===== config.mk =====
export PLATFORM = sky130hd
export DESIGN_NAME = jt51_ch_wrq_flat
export DESIGN_NICKNAME = d
export VERILOG_FILES = /design/src/rtl/jt51_pkg.sv /design/src/rtl/jt51_ch_wrq_if.sv /design/src/rtl/jt51_ch_fifo.sv /design/src/rtl/jt51_ch_wrq.sv /design/src/flat_wrapper.sv
export SDC_FILE = /design/constraint.sdc
export NUM_CORES = 1
export LEC_CHECK = 0
export CAP_MARGIN = 20
export CORE_AREA = 2 2 93 95
export CTS_BUF_LIST = sky130_fd_sc_hd__clkbuf_4 sky130_fd_sc_hd__clkbuf_8
export DETAILED_ROUTE_END_ITERATION = 7
export DIE_AREA = 0 0 95 97
export HOLD_SLACK_MARGIN = 0.03
export PLACE_DENSITY_LB_ADDON = 0.3
export SKIP_CTS_REPAIR_TIMING = 1
export SLEW_MARGIN = 20
export SYNTH_ARGS = -nofsm -noshare
export SYNTH_HDL_FRONTEND = slang
export SYNTH_SLANG_ARGS = --single-unit
export TNS_END_PERCENT = 1

===== constraint.sdc =====
create_clock -name clk -period 2.3 [get_ports clk]
set_clock_uncertainty 0.2 [all_clocks]
set_input_delay 0.23 -clock clk [delete_from_list [all_inputs] [get_ports clk]]
set_output_delay 0.23 -clock clk [all_outputs]
set_load 0.005 [all_outputs]

===== src/rtl/jt51_pkg.sv =====
// Shared constants and helpers for the JT51 channel-register write queue.
package jt51_pkg;

   localparam logic [7:0] CH_BASE = 8'h20;
   localparam logic [7:0] OFS_RL  = 8'h20;
   localparam logic [7:0] OFS_KC  = 8'h28;
   localparam logic [7:0] OFS_KF  = 8'h30;
   localparam logic [7:0] OFS_PMS = 8'h38;

   localparam int DEFAULT_DEPTH = 4;

   // One queue entry is {addr[4:0], data[7:0]}
   localparam int ENTRY_W = 13;

   typedef enum logic [1:0] {
      GRP_RL  = 2'd0,
      GRP_KC  = 2'd1,
      GRP_KF  = 2'd2,
      GRP_PMS = 2'd3
   } grp_e;

   // Channel registers occupy the 0x20-0x3F window
   function automatic logic is_ch_addr(input logic [7:0] a);
      return a[7:5] == CH_BASE[7:5];
   endfunction

   // Register group from the low five address bits
   function automatic grp_e grp_of(input logic [4:0] low);
      grp_e g;
      g = GRP_RL;
      if (low[4:3] == OFS_RL[4:3])
         g = GRP_RL;
      else if (low[4:3] == OFS_KC[4:3])
         g = GRP_KC;
      else if (low[4:3] == OFS_KF[4:3])
         g = GRP_KF;
      else if (low[4:3] == OFS_PMS[4:3])
         g = GRP_PMS;
      return g;
   endfunction

   // One-hot strobe vector ordered {pms, kf, kc, rl}
   function automatic logic [3:0] grp_strobe(input grp_e g);
      logic [3:0] s;
      s = 4'b0000;
      case (g)
         GRP_RL:  s = 4'b0001;
         GRP_KC:  s = 4'b0010;
         GRP_KF:  s = 4'b0100;
         GRP_PMS: s = 4'b1000;
         default: s = 4'b0000;
      endcase
      return s;
   endfunction

endpackage


===== src/rtl/jt51_ch_wrq_if.sv =====
// CPU write port and channel-update outputs of the write queue.
interface jt51_ch_wrq_if;
   logic       cen;
   logic       wr_n;
   logic       a0;
   logic [7:0] din;
   logic [7:0] dout;
   logic [2:0] up_ch;
   logic       up_rl;
   logic       up_kc;
   logic       up_kf;
   logic       up_pms;
   logic       busy;
   logic       ovf;

   modport master (
      output cen, wr_n, a0, din,
      input  dout, up_ch, up_rl, up_kc, up_kf, up_pms, busy, ovf
   );

   modport slave (
      input  cen, wr_n, a0, din,
      output dout, up_ch, up_rl, up_kc, up_kf, up_pms, busy, ovf
   );
endinterface


===== src/rtl/jt51_ch_fifo.sv =====
// Write-queue storage: power-of-two FIFO with combinational head output.
module jt51_ch_fifo
   import jt51_pkg::*;
#(
   parameter int DEPTH = DEFAULT_DEPTH,
   parameter int W     = ENTRY_W
) (
   input  logic                     clk,
   input  logic                     rst_n,
   input  logic                     push,
   input  logic                     pop,
   input  logic [W-1:0]             din,
   output logic [W-1:0]             dout,
   output logic [$clog2(DEPTH):0]   count
);
   localparam int AW = $clog2(DEPTH);
   localparam int CW = AW + 1;

   logic [W-1:0]  mem [DEPTH];
   logic [AW-1:0] wr_ptr;
   logic [AW-1:0] rd_ptr;
   logic          full;
   logic          do_push;
   logic          do_pop;

   // A pop frees a slot, so a full queue still takes a push in the same cycle
   assign full    = (count == CW'(DEPTH));
   assign do_pop  = pop && (count != '0);
   assign do_push = push && (!full || do_pop);
   assign dout    = mem[rd_ptr];

   // Storage array is not reset; only the pointers define valid contents
   always_ff @(posedge clk) begin
      if (do_push)
         mem[wr_ptr] <= din;
   end

   // Pointers wrap naturally modulo DEPTH, count tracks occupancy
   always_ff @(posedge clk) begin
      if (!rst_n) begin
         wr_ptr <= '0;
         rd_ptr <= '0;
         count  <= '0;
      end else begin
         if (do_push)
            wr_ptr <= wr_ptr + AW'(1);
         if (do_pop)
            rd_ptr <= rd_ptr + AW'(1);
         count <= count + CW'(do_push) - CW'(do_pop);
      end
   end
endmodule


===== src/rtl/jt51_ch_wrq.sv =====
// Channel register write queue: decodes CPU writes to 0x20-0x3F, buffers
// them, and replays one per clock-enable as a single-cycle group strobe.
module jt51_ch_wrq
   import jt51_pkg::*;
#(
   parameter int DEPTH = DEFAULT_DEPTH
) (
   input  logic         clk,
   input  logic         rst_n,
   jt51_ch_wrq_if.slave bus
);
   localparam int CW = $clog2(DEPTH) + 1;

   logic [7:0]         addr;
   logic               push;
   logic               pop;
   logic               full;
   logic [ENTRY_W-1:0] fifo_q;
   logic [CW-1:0]      count;
   logic [7:0]         dout_r;
   logic [2:0]         ch_r;
   logic [3:0]         stb_r;
   logic [3:0]         stb_nx;
   logic               ovf_r;

   // Pop looks at the registered count, so a fresh push never pops the same cycle
   assign push = !bus.wr_n && bus.a0 && is_ch_addr(addr);
   assign pop  = bus.cen && (count != '0);
   assign full = (count == CW'(DEPTH));

   // Address latch written by a0=0 accesses
   always_ff @(posedge clk) begin
      if (!rst_n)
         addr <= 8'h00;
      else if (!bus.wr_n && !bus.a0)
         addr <= bus.din;
   end

   jt51_ch_fifo #(
      .DEPTH (DEPTH),
      .W     (ENTRY_W)
   ) u_fifo (
      .clk   (clk),
      .rst_n (rst_n),
      .push  (push),
      .pop   (pop),
      .din   ({addr[4:0], bus.din}),
      .dout  (fifo_q),
      .count (count)
   );

   // Group strobe for the entry leaving the queue this cycle
   always_comb begin
      stb_nx = 4'b0000;
      if (pop)
         stb_nx = grp_strobe(grp_of(fifo_q[12:8]));
   end

   // Strobes last one cycle; data and channel hold until the next pop
   always_ff @(posedge clk) begin
      if (!rst_n) begin
         stb_r  <= 4'b0000;
         dout_r <= 8'h00;
         ch_r   <= 3'd0;
      end else begin
         stb_r <= stb_nx;
         if (pop) begin
            dout_r <= fifo_q[7:0];
            ch_r   <= fifo_q[10:8];
         end
      end
   end

   // Sticky overflow: a push lost because the queue was full with no pop
   always_ff @(posedge clk) begin
      if (!rst_n)
         ovf_r <= 1'b0;
      else if (push && full && !pop)
         ovf_r <= 1'b1;
   end

   assign bus.dout   = dout_r;
   assign bus.up_ch  = ch_r;
   assign bus.up_rl  = stb_r[0];
   assign bus.up_kc  = stb_r[1];
   assign bus.up_kf  = stb_r[2];
   assign bus.up_pms = stb_r[3];
   assign bus.busy   = (count != '0);
   assign bus.ovf    = ovf_r;
endmodule


===== src/flat_wrapper.sv =====
// flat-port wrapper written by rule: the top's interface ports become plain ports
module jt51_ch_wrq_flat import jt51_pkg::*;
#(
   parameter int DEPTH = DEFAULT_DEPTH
)
  (clk, rst_n, bus_cen, bus_wr_n, bus_a0, bus_din, bus_dout, bus_up_ch, bus_up_rl, bus_up_kc, bus_up_kf, bus_up_pms, bus_busy, bus_ovf);
  jt51_ch_wrq_if bus_i ();
  input  logic clk;
  input  logic rst_n;
  input wire logic [$bits(bus_i.cen)-1:0] bus_cen;
  input wire logic [$bits(bus_i.wr_n)-1:0] bus_wr_n;
  input wire logic [$bits(bus_i.a0)-1:0] bus_a0;
  input wire logic [$bits(bus_i.din)-1:0] bus_din;
  output wire logic [$bits(bus_i.dout)-1:0] bus_dout;
  output wire logic [$bits(bus_i.up_ch)-1:0] bus_up_ch;
  output wire logic [$bits(bus_i.up_rl)-1:0] bus_up_rl;
  output wire logic [$bits(bus_i.up_kc)-1:0] bus_up_kc;
  output wire logic [$bits(bus_i.up_kf)-1:0] bus_up_kf;
  output wire logic [$bits(bus_i.up_pms)-1:0] bus_up_pms;
  output wire logic [$bits(bus_i.busy)-1:0] bus_busy;
  output wire logic [$bits(bus_i.ovf)-1:0] bus_ovf;
  assign bus_i.cen = bus_cen;
  assign bus_i.wr_n = bus_wr_n;
  assign bus_i.a0 = bus_a0;
  assign bus_i.din = bus_din;
  assign bus_dout = bus_i.dout;
  assign bus_up_ch = bus_i.up_ch;
  assign bus_up_rl = bus_i.up_rl;
  assign bus_up_kc = bus_i.up_kc;
  assign bus_up_kf = bus_i.up_kf;
  assign bus_up_pms = bus_i.up_pms;
  assign bus_busy = bus_i.busy;
  assign bus_ovf = bus_i.ovf;
  jt51_ch_wrq #(.DEPTH(DEPTH)) u_core (.clk(clk), .rst_n(rst_n), .bus(bus_i));
endmodule

==> impl_metrics.yaml, run 1 <==
yosys:
  fraction_of_the_yosys_area_taken_by_sequential_cells_pct: 69.4
  synth_commonest_cells: "52 x edfxtp_1, 33 x dfxtp_1, 14 x nand2_1, 11 x a22o_1"
  count_of_unique_library_cells_instantiated_by_yosys: 31
  share_of_the_synthesized_area_in_the_top_cell_type_pct: 48.8
  synth.net_count: 212
  postSynth.topFlopCell: "edfxtp_1"
  synthesis.instances: 192
  syn-mean-instance-area_um2: 16.7
  ys_top_cells_by_area: "edfxtp_1 49%, dfxtp_1 21%, mux4_2 7.0%"
  yosysMostFrequentCell: "edfxtp_1"
  synth_top_area_cell: "edfxtp_1"
  ff_latch_count_synth: 85
  synthArstFlopShare_pct: 0
  synth_area_mm2: 0.00320
  synth_edf_count: 52
  yosys_warnings: 0
global_route:
  grt_util_met2_pct: 21.4
  use_met3_pct: 4.13
  antenna_found_initial: 0
  total_overflow_reported_by_the_global_router: 0
  first_global_vias: 1755
  wire_length_of_the_first_global_routing_pass_um: 8870
  busiest_layer: "met2"
  grt_usage_pct: 13.1
  grt_util_met1_pct: 15.4
  pin_count_of_the_biggest_net_entering_global_routing: 16
status:
  status: "finished with violations"
  failed_checks: "negative setup slack"
drt:
  detail_route.first_pass.iterations: 4
  avgRoutedWirePerCell_um: 15.4
  viasPerCell: 4.93
  detailedRoute.firstIterationViolations: 113
  post-route-drc-count: 0
  drt_wl_total_um: 5490
  postRouteAntennaNets: 0
  num_vias: 1756
cells_and_area:
  core_utilization_of_the_finished_layout_pct: 49.7
  nets: 266
  num-fill-cells: 679
  antenna_cells_inserted: 0
  relative_area_change_from_synthesis_to_final_layout_pct: 26.3
  multi_input_comb_area_um2: 945
  drive_gt1_share_pct: 25.9
  layout.area.seq_mm2: 0.00223
floorplan:
  number_of_standard_cell_rows_in_the_floorplan: 33
  core-area_mm2: 0.00813
  starting_utilization_of_the_core_area_pct: 39.3
  fp.dieArea_mm2: 0.00922
  design.portCount: 30
  chipHeight_um: 97
  die_width_um: 95
sta:
  timing.final.crit_share_pct: 103
  period_minus_slack_ns: 2.37
  max_freq_ghz: 0.422
  max_slew_margin_pct: 63.3
  setup_viols_final: 1
  setup_slack_ns: -0.0700
  timing.hold.ws_ns: 0.281
  final_hold_viol_count: 0
  final_max_slew_viol_count: 0
  worst-slew-pin-transition_ns: 0.550
  rsz0062_at_grt: "yes"
clock_network:
  cts.root.buffer_cell: "clkbuf_8"
  clkLatencyLatePin_ns: 0.35
  htree_num_levels: 3
  clk_pin_slew_ns: 0.09
  clk_path_buf_depth: 2
  clock_tree_from_tritoncts: "yes"
  cts_sinks: 85
  numCtsBuffers: 9
worst_setup_path:
  regToRegSetupSlack_ns: -0.07
  criticalPathCategory: "primary input to flop"
  reg2reg_depth: 11
  critical_path_cell_by_cell: "clkdlybuf4s50_1 > nor4b_4 > and3b_2 > inv_2 > ha_4 > inv_2 > ha_4 > inv_2 > fa_2 > xnor2_2 > xnor2_1 > and2_1"
  start_kind: "primary input"
  critical_path.most_common_cell: "inv_2"
  crit_family: "buffers and inverters"
  reg2reg_from: "u_core.addr[6]"
  reg2reg_to: "u_core.u_fifo.count[2]"
  cp.arrival_ns: 2.42
  cp_max_fo: 2
  critical-path-max-stage-delay_ns: 0.52
  worstSetupPathDepth: 12
  critical_path.slowest_cell: "clkdlybuf4s50_1"
  cp.buffers_inverters: 4
  timing.critical_path.to_type: "flop"
  crit_required_ns: 2.35
placed_design:
  gpl.final_weighted_congestion: 0.722
  placement.io_buffers: 29
  post-dp-hpwl_um: 3660
job:
  maxCapViolations: 0
min_path:
  hold_start: "u_core.bus.up_ch[2]"
  hp-class: "flop to flop"
  hold_path_endpoint: "u_core.bus.up_ch[2]"
  min_delay_path_depth: 1
power:
  worst_ir_drop_vdd_mv: 0.347
  cellLeakagePower_uw: 0.00140
  pwr_density_cell_mw_per_mm2: 928
  power.total_uw: 3750
registers in the layout, indices dropped and copies added (netlist names), named ones only:
register	cells
u_core.addr	8
u_core.bus.dout	8
u_core.bus.ovf	1
u_core.bus.up_ch	3
u_core.stb_r	4
u_core.u_fifo.count	3
u_core.u_fifo.mem	52
u_core.u_fifo.rd_ptr	2
u_core.u_fifo.wr_ptr	2
cell type report:
class / instances / share of cell area, %
Sequential cell: 85 / 55.1
Inverter: 6 / 0.557
Clock inverter: 7 / 1.89
Multi-Input combinational cell: 92 / 23.4
Tap cell: 105 / 3.25
Timing Repair Buffer: 52 / 12.7
Clock buffer: 9 / 3.06
cells in the final DEF (no fill, tap or decap), types with 4 or more instances in the layout:
cell type,synthesis,layout
o21ai_0,8,8
buf_12,0,4
a22o_1,11,11
nand2_1,14,14
mux4_2,10,10
edfxtp_1,52,52
clkdlybuf4s50_1,0,28
buf_4,1,19
ha_1,6,4
clkbuf_8,0,9
dfxtp_1,33,29
a21boi_0,8,8
and2_1,10,10
worst reg2reg max path: stages (launching register included):
cell and delay (ns):
dfxtp_2 0.34, nor4b_4 0.31, and3b_2 0.25, inv_2 0.05
ha_4 0.20, inv_2 0.06, ha_4 0.11, inv_2 0.03
fa_2 0.34, xnor2_2 0.14, xnor2_1 0.12, and2_1 0.13
kinds of logic after synthesis:
group                      after synthesis  synth area share [%]
AOI/OAI and AO/OA                       31                  7.31
buffers and inverters                   15                  2.46
adders and majority gates                7                  2.97
and+or+nand+nor                         35                  6.61
muxes                                   15                  10.1
xor gates and xnor gates                 4                  1.09
DFF                                     85                  69.4
metal layers:
layer / wire length [µm] / share of wire, % / vias up
li1: - / - / 834
met1: 2310 / 42 / 873
met2: 2800 / 51 / 37
met3: 208 / 3.8 / 12
met4: 175 / 3.2 / 0
met5: 0 / 0 / -
where the power goes:
group          switching (µW)  total [µW]  internal (µW)
sequential               98.3        1830           1730
combinational             327         884            557
clock                     532        1040            504
how the worst max path moves through the flow:
stage,start,end
global route,u_core.addr[6],u_core.u_fifo.count[2]
finish,bus_a0,u_core.u_fifo.count[2]
floorplan,u_core.u_fifo.count[0],u_core.u_fifo.count[2]
CTS,bus_cen,u_core.u_fifo.count[2]
global placement,bus_cen,u_core.u_fifo.count[2]
detailed placement,bus_cen,u_core.u_fifo.count[2]
metrics by stage:
stage	cell area, µm²	setup TNS, ns	instances	worst slack [ns]
floorplan	3270	-0.148	192	-0.148
global placement	3840	-0.782	340	-0.497
detailed placement	3840	-0.842	340	-0.532
CTS	4040	-0.158	356	-0.158
global route	4040	-0.154	356	-0.154
finish	4040	-0.0700	356	-0.0700
Note: power is estimated with default switching activity, not from simulation.
==> run 2, diff against run 1 <==
--- a/config.mk
+++ b/config.mk
@@ -6,12 +6,14 @@
 export NUM_CORES = 1
 export LEC_CHECK = 0
 export CAP_MARGIN = 20
-export CORE_AREA = 2 2 93 95
+export CORE_AREA = 2 2 84 86
 export CTS_BUF_LIST = sky130_fd_sc_hd__clkbuf_4 sky130_fd_sc_hd__clkbuf_8
 export DETAILED_ROUTE_END_ITERATION = 7
-export DIE_AREA = 0 0 95 97
+export DIE_AREA = 0 0 86 88
 export HOLD_SLACK_MARGIN = 0.03
+export MAX_ROUTING_LAYER = met4
 export PLACE_DENSITY_LB_ADDON = 0.3
+export REMOVE_ABC_BUFFERS = 1
 export SKIP_CTS_REPAIR_TIMING = 1
 export SLEW_MARGIN = 20
 export SYNTH_ARGS = -nofsm -noshare
==> run 2 against run 1 <==
The run still ends with negative setup slack left; global-route usage is 3.4 points higher; fmax is 3.4% lower; power is 1.3% lower; wire length fell by 0.49%; setup slack worse by 0.083 ns; cell area is 1.9% lower; clock power about the same; clock-buffer cell count did not move; cell count is 7.3% lower; flip-flop and latch count unchanged; first-iteration DRC count decreased by 12%; sequential power about the same; critical endpoint unchanged.
==> impl_metrics.yaml, run 2 (synthesized netlist as in run 1, its figures left out) <==
sta:
  period_minus_slack_ns: 2.45
  setup_slack_ns: -0.153
  worst-slew-pin-transition_ns: 0.517
  setup_viols_final: 1
  rsz0062_at_grt: "yes"
  timing.final.crit_share_pct: 107
  max_slew_margin_pct: 65.6
  setup_total_negative_slack_ns: -0.153
  final_max_slew_viol_count: 0
  final_hold_viol_count: 0
  max_freq_ghz: 0.408
cells_and_area:
  core_utilization_of_the_finished_layout_pct: 59.7
  largest_register_ffs: 52
  drive_gt1_share_pct: 22.0
  multi_input_comb_area_um2: 918
  final_cell_mix: "52 x edfxtp_1, 31 x dfxtp_1, 29 x clkdlybuf4s50_1, 18 x buf_4, 14 x nand2_1"
  relative_area_change_from_synthesis_to_final_layout_pct: 24.0
  layout.cells.most_common: "edfxtp_1"
  nets: 265
  registers.top_by_ff_count: "u_core.u_fifo.mem"
  antenna_cells_inserted: 0
  final_area_mm2: 0.00397
  num-fill-cells: 505
  layout.area.seq_mm2: 0.00222
drt:
  post-route-drc-count: 0
  viasPerCell: 5.36
  avgRoutedWirePerCell_um: 16.5
  detail_route.first_pass.iterations: 4
  postRouteAntennaNets: 0
  num_vias: 1769
  drt_wl_total_um: 5460
  detailedRoute.firstIterationViolations: 99
power:
  pwr_density_cell_mw_per_mm2: 934
  cellLeakagePower_uw: 0.00139
  power.total_uw: 3700
  worst_ir_drop_vdd_mv: 0.470
worst_setup_path:
  start_kind: "flop"
  crit_required_ns: 2.35
  timing.critical_path.to_type: "flop"
  cp_max_fo: 2
  criticalPathCategory: "flop to flop"
  cp.arrival_ns: 2.50
placed_design:
  placement.io_buffers: 29
  post-dp-hpwl_um: 3620
  gpl.final_weighted_congestion: 0.783
  placed_area_mm2: 0.00375
floorplan:
  die_width_um: 86
  design.portCount: 30
  number_of_standard_cell_rows_in_the_floorplan: 30
  starting_utilization_of_the_core_area_pct: 48.2
  chipHeight_um: 88
  fp.dieArea_mm2: 0.00757
  core-area_mm2: 0.00664
global_route:
  pin_count_of_the_biggest_net_entering_global_routing: 16
  grt_usage_pct: 16.5
  antenna_found_initial: 0
  total_overflow_reported_by_the_global_router: 0
  first_global_vias: 1736
  wire_length_of_the_first_global_routing_pass_um: 8760
clock_network:
  clkLatencyLatePin_ns: 0.35
  clock_tree_from_tritoncts: "yes"
  numCtsBuffers: 9
  cts.root.buffer_cell: "clkbuf_8"
  clk_path_buf_depth: 2
  cts_sinks: 85
  htree_num_levels: 3
  clk_pin_slew_ns: 0.09
job:
  maxCapViolations: 0
min_path:
  hp-class: "flop to flop"
status:
  status: "finished with violations"
  failed_checks: "negative setup slack"
-- run 2: through the flow --
| stage | hold slack (ns) | std cells | setup WS [ns] |
|---|---|---|---|
| after global placement | 0.261 | 314 | -0.489 |
| after global routing | 0.297 | 330 | -0.295 |
| final | 0.283 | 330 | -0.153 |
| after CTS | 0.290 | 330 | -0.186 |
| after floorplan | 0.129 | 183 | -0.212 |
| after detailed placement | 0.269 | 314 | -0.493 |
-- run 2: report_power, final --
group	switching, µW	internal (µW)
logic	311	520
clock network	538	505
registers	102	1730
-- run 2: critical path: stages (launching register included) --
cell     delay [ns]
dfxtp_2        0.34
nor4b_4        0.28
and3b_1        0.21
inv_1          0.05
ha_1           0.27
inv_1          0.05
ha_1           0.12
inv_1          0.05
fa_2           0.35
xnor2_2        0.15
xnor2_1        0.12
and2_1         0.15
-- run 2: path summary, 6_finish.rpt --
path	startpoint	to	slack, ns	cells after the start
max	u_core.addr[7]	u_core.u_fifo.count[2]	-0.15	11
min	u_core.bus.up_ch[0]	u_core.bus.up_ch[0]	0.28	1
max reg2reg	u_core.addr[7]	u_core.u_fifo.count[2]	-0.15	11
min reg2reg	u_core.bus.up_ch[0]	u_core.bus.up_ch[0]	0.28	1
-- run 2: cell type report --
class | instances | area share (%)
Inverter | 6 | 0.568
Clock inverter | 7 | 1.83
Sequential cell | 85 | 56.1
Multi-Input combinational cell | 92 | 23.1
Tap cell | 80 | 2.52
Timing Repair Buffer | 51 | 12.7
Clock buffer | 9 | 3.12
-- run 2: per-layer routing --
layer  global-route usage, %  wire [µm]  share of wire (%)
met1                    19.0       2360                 43
met2                    26.8       2800                 51
met3                    3.68        204                3.7
met4                    9.38         93                1.7
met5                       -          0                  0
==> run 3, diff against run 2 <==
--- a/config.mk
+++ b/config.mk
@@ -5,11 +5,12 @@
 export SDC_FILE = /design/constraint.sdc
 export NUM_CORES = 1
 export LEC_CHECK = 0
+export ABC_AREA = 1
 export CAP_MARGIN = 20
-export CORE_AREA = 2 2 84 86
+export CORE_AREA = 2 2 88 90
 export CTS_BUF_LIST = sky130_fd_sc_hd__clkbuf_4 sky130_fd_sc_hd__clkbuf_8
 export DETAILED_ROUTE_END_ITERATION = 7
-export DIE_AREA = 0 0 86 88
+export DIE_AREA = 0 0 90 92
 export HOLD_SLACK_MARGIN = 0.03
 export MAX_ROUTING_LAYER = met4
 export PLACE_DENSITY_LB_ADDON = 0.3
==> run 3 against run 2 <==
The flow now finishes without violations; synthesized area up 11%; combinational power up 38%; setup slack gained 0.21 ns; critical path depth rose by 1; critical endpoint unchanged; largest power group unchanged.
==> impl_metrics.yaml, run 3 <==
floorplan:
  number_of_standard_cell_rows_in_the_floorplan: 32
  fp.dieArea_mm2: 0.00828
  die_width_um: 90
  chipHeight_um: 92
  core-area_mm2: 0.00745
  design.portCount: 30
  starting_utilization_of_the_core_area_pct: 47.9
sta:
  period_minus_slack_ns: 2.24
  final_hold_viol_count: 0
  timing.final.crit_share_pct: 97.6
  worst-slew-pin-transition_ns: 0.641
  final_max_slew_viol_count: 0
  max_freq_ghz: 0.446
  max_slew_margin_pct: 57.2
  setup_viols_final: 0
global_route:
  grt_usage_pct: 17.6
  total_overflow_reported_by_the_global_router: 0
  wire_length_of_the_first_global_routing_pass_um: 10700
  antenna_found_initial: 0
  pin_count_of_the_biggest_net_entering_global_routing: 33
  first_global_vias: 2217
min_path:
  min_delay_path_depth: 4
  hp-class: "primary input to flop"
  hold_start: "bus_a0"
  hold_path_endpoint: "u_core.addr[7]"
yosys:
  synth_top_area_cell: "edfxtp_1"
  synth_top_family_by_area: "simple AND/OR/NAND/NOR gates"
  fraction_of_the_yosys_area_taken_by_sequential_cells_pct: 62.3
  share_of_the_synthesized_area_in_the_top_cell_type_pct: 43.8
  synth_simple_gate_area_share_pct: 21.4
  postSynth.topFlopCell: "edfxtp_1"
  synthAdderAreaFrac_pct: 2.67
  ff_latch_count_synth: 85
  synthArstFlopShare_pct: 0
  synthesis.instances: 363
  synth_commonest_cells: "76 x nor2_1, 61 x nand2_1, 52 x edfxtp_1, 52 x inv_1, 33 x dfxtp_1"
  yosysMostFrequentCell: "nor2_1"
  ys_top_cells_by_area: "edfxtp_1 44%, dfxtp_1 19%, nor2_1 8.0%"
  synth_edf_count: 52
  syn-mean-instance-area_um2: 9.82
  yosys.area_share.xor_xnor_pct: 0.491
  synth_area_mm2: 0.00357
  count_of_unique_library_cells_instantiated_by_yosys: 26
  synth_mux_area_share_pct: 0
  synth-compound-area-share_pct: 4.04
  yosys_warnings: 0
drt:
  viasPerCell: 4.58
  detail_route.first_pass.iterations: 4
  post-route-drc-count: 0
  drt_wl_total_um: 6580
  num_vias: 2372
  postRouteAntennaNets: 0
  detailedRoute.firstIterationViolations: 93
  avgRoutedWirePerCell_um: 12.7
cells_and_area:
  num-fill-cells: 665
  largest_register_ffs: 52
  relative_area_change_from_synthesis_to_final_layout_pct: 19.8
  layout.cells.most_common: "nor2_1"
  registers.top_by_ff_count: "u_core.u_fifo.mem"
  nets: 431
  drive_gt1_share_pct: 15.4
  antenna_cells_inserted: 0
  final_cell_mix: "75 x nor2_1, 60 x nand2_1, 52 x edfxtp_1, 50 x inv_1, 31 x dfxtp_1"
  core_utilization_of_the_finished_layout_pct: 57.3
worst_setup_path:
  crit_required_ns: 2.34
  reg2reg_to: "u_core.u_fifo.count[2]"
  reg2reg_from: "u_core.u_fifo.count[1]"
  regToRegSetupSlack_ns: 0.06
  cp.arrival_ns: 2.29
  start_kind: "flop"
  reg2reg_depth: 12
  timing.critical_path.to_type: "flop"
  criticalPathCategory: "flop to flop"
  cp_max_fo: 3
placed_design:
  post-dp-hpwl_um: 4230
  placement.io_buffers: 29
  gpl.final_weighted_congestion: 0.721
power:
  pwr_density_cell_mw_per_mm2: 937
  power.total_uw: 4000
  cellLeakagePower_uw: 0.00173
  worst_ir_drop_vdd_mv: 0.510
clock_network:
  htree_num_levels: 3
  clk_path_buf_depth: 2
  cts.root.buffer_cell: "clkbuf_8"
  clk_pin_slew_ns: 0.08
  cts_sinks: 85
  clock_tree_from_tritoncts: "yes"
  clkLatencyLatePin_ns: 0.34
  numCtsBuffers: 9
status:
  status: "finished, final reports clean"
job:
  maxCapViolations: 0
-- run 3: changes by cell type in the layout (fill, tap and decap cells not counted), moves of 10 or more --
cell     change
nand3_1     +10
inv_1       +44
nor2_1      +72
a21oi_1     +17
nand2_1     +46
a22o_1      -11
mux4_2      -10
-- run 3: kinds of logic after synthesis --
logic type,Yosys count
compound gates,28
xor+xnor,2
fa+ha+maj,7
buf+inv,69
flops,85
simple gates,172
-- run 3: area by class of cell --
| type | instances | area [µm²] | area share, % |
|---|---|---|---|
| clock inverter | 5 | 50.0 | 1.17 |
| sequential | 85 | 2220 | 52.1 |
| tap | 102 | 128 | 2.99 |
| multi-input combinational | 209 | 1060 | 24.8 |
| timing repair buffer | 49 | 443 | 10.4 |
| inverter | 57 | 219 | 5.13 |
| clock buffer | 11 | 145 | 3.40 |
-- run 3: report_power, final --
group          switching [µW]  internal, µW
logic                     624           521
registers                86.1          1750
clock network             484           534
total                    1190          2810
-- run 3: worst max-delay path, cell delays in order (launching register included) --
cell and delay [ns]:
dfxtp_2 0.37, nor2_4 0.13, nand3_1 0.13, nand2_2 0.14, ha_4 0.21, inv_1 0.05, ha_2 0.16, inv_2 0.04
fa_2 0.37, xnor2_2 0.18, nand2_1 0.07, nand2_1 0.06, nor2_1 0.03
-- run 3: how the worst max path moves through the flow --
stage                                start                     end  slack, ns  cells after the start
CTS                 u_core.u_fifo.count[1]  u_core.u_fifo.count[2]       0.02                     12
floorplan                   u_core.addr[7]  u_core.u_fifo.count[2]       0.02                     13
global placement                    bus_a0  u_core.u_fifo.count[2]      -0.24                     13
detailed placement                  bus_a0  u_core.u_fifo.count[2]      -0.34                     13
global route        u_core.u_fifo.count[1]  u_core.u_fifo.count[2]      -0.08                     12
finish              u_core.u_fifo.count[1]  u_core.u_fifo.count[2]       0.06                     12
-- run 3: per-stage QoR --
step / instances / TNS [ns] / instance area [µm²] / hold slack (ns) / setup slack (ns)
6_report: 518 / 0 / 4270 / 0.190 / 0.0557
5_1_grt: 518 / -0.0827 / 4270 / 0.234 / -0.0827
3_5_place_dp: 501 / -0.506 / 4020 / 0.248 / -0.337
2_1_floorplan: 351 / 0 / 3460 / 0.123 / 0.0183
3_3_place_gp: 501 / -0.311 / 4020 / 0.237 / -0.244
4_1_cts: 517 / 0 / 4220 / 0.259 / 0.0162
-- run 3: layer usage --
metal  up-vias  track usage (%)  wire length [µm]  share of wire (%)
met4         0             7.69               130                2.0
li1       1233                -                 -                  -
met2        46             30.3              3320                 50
met5         -                -                 0                  0
met1      1082             20.1              2910                 44
met3        11             3.70               226                3.4
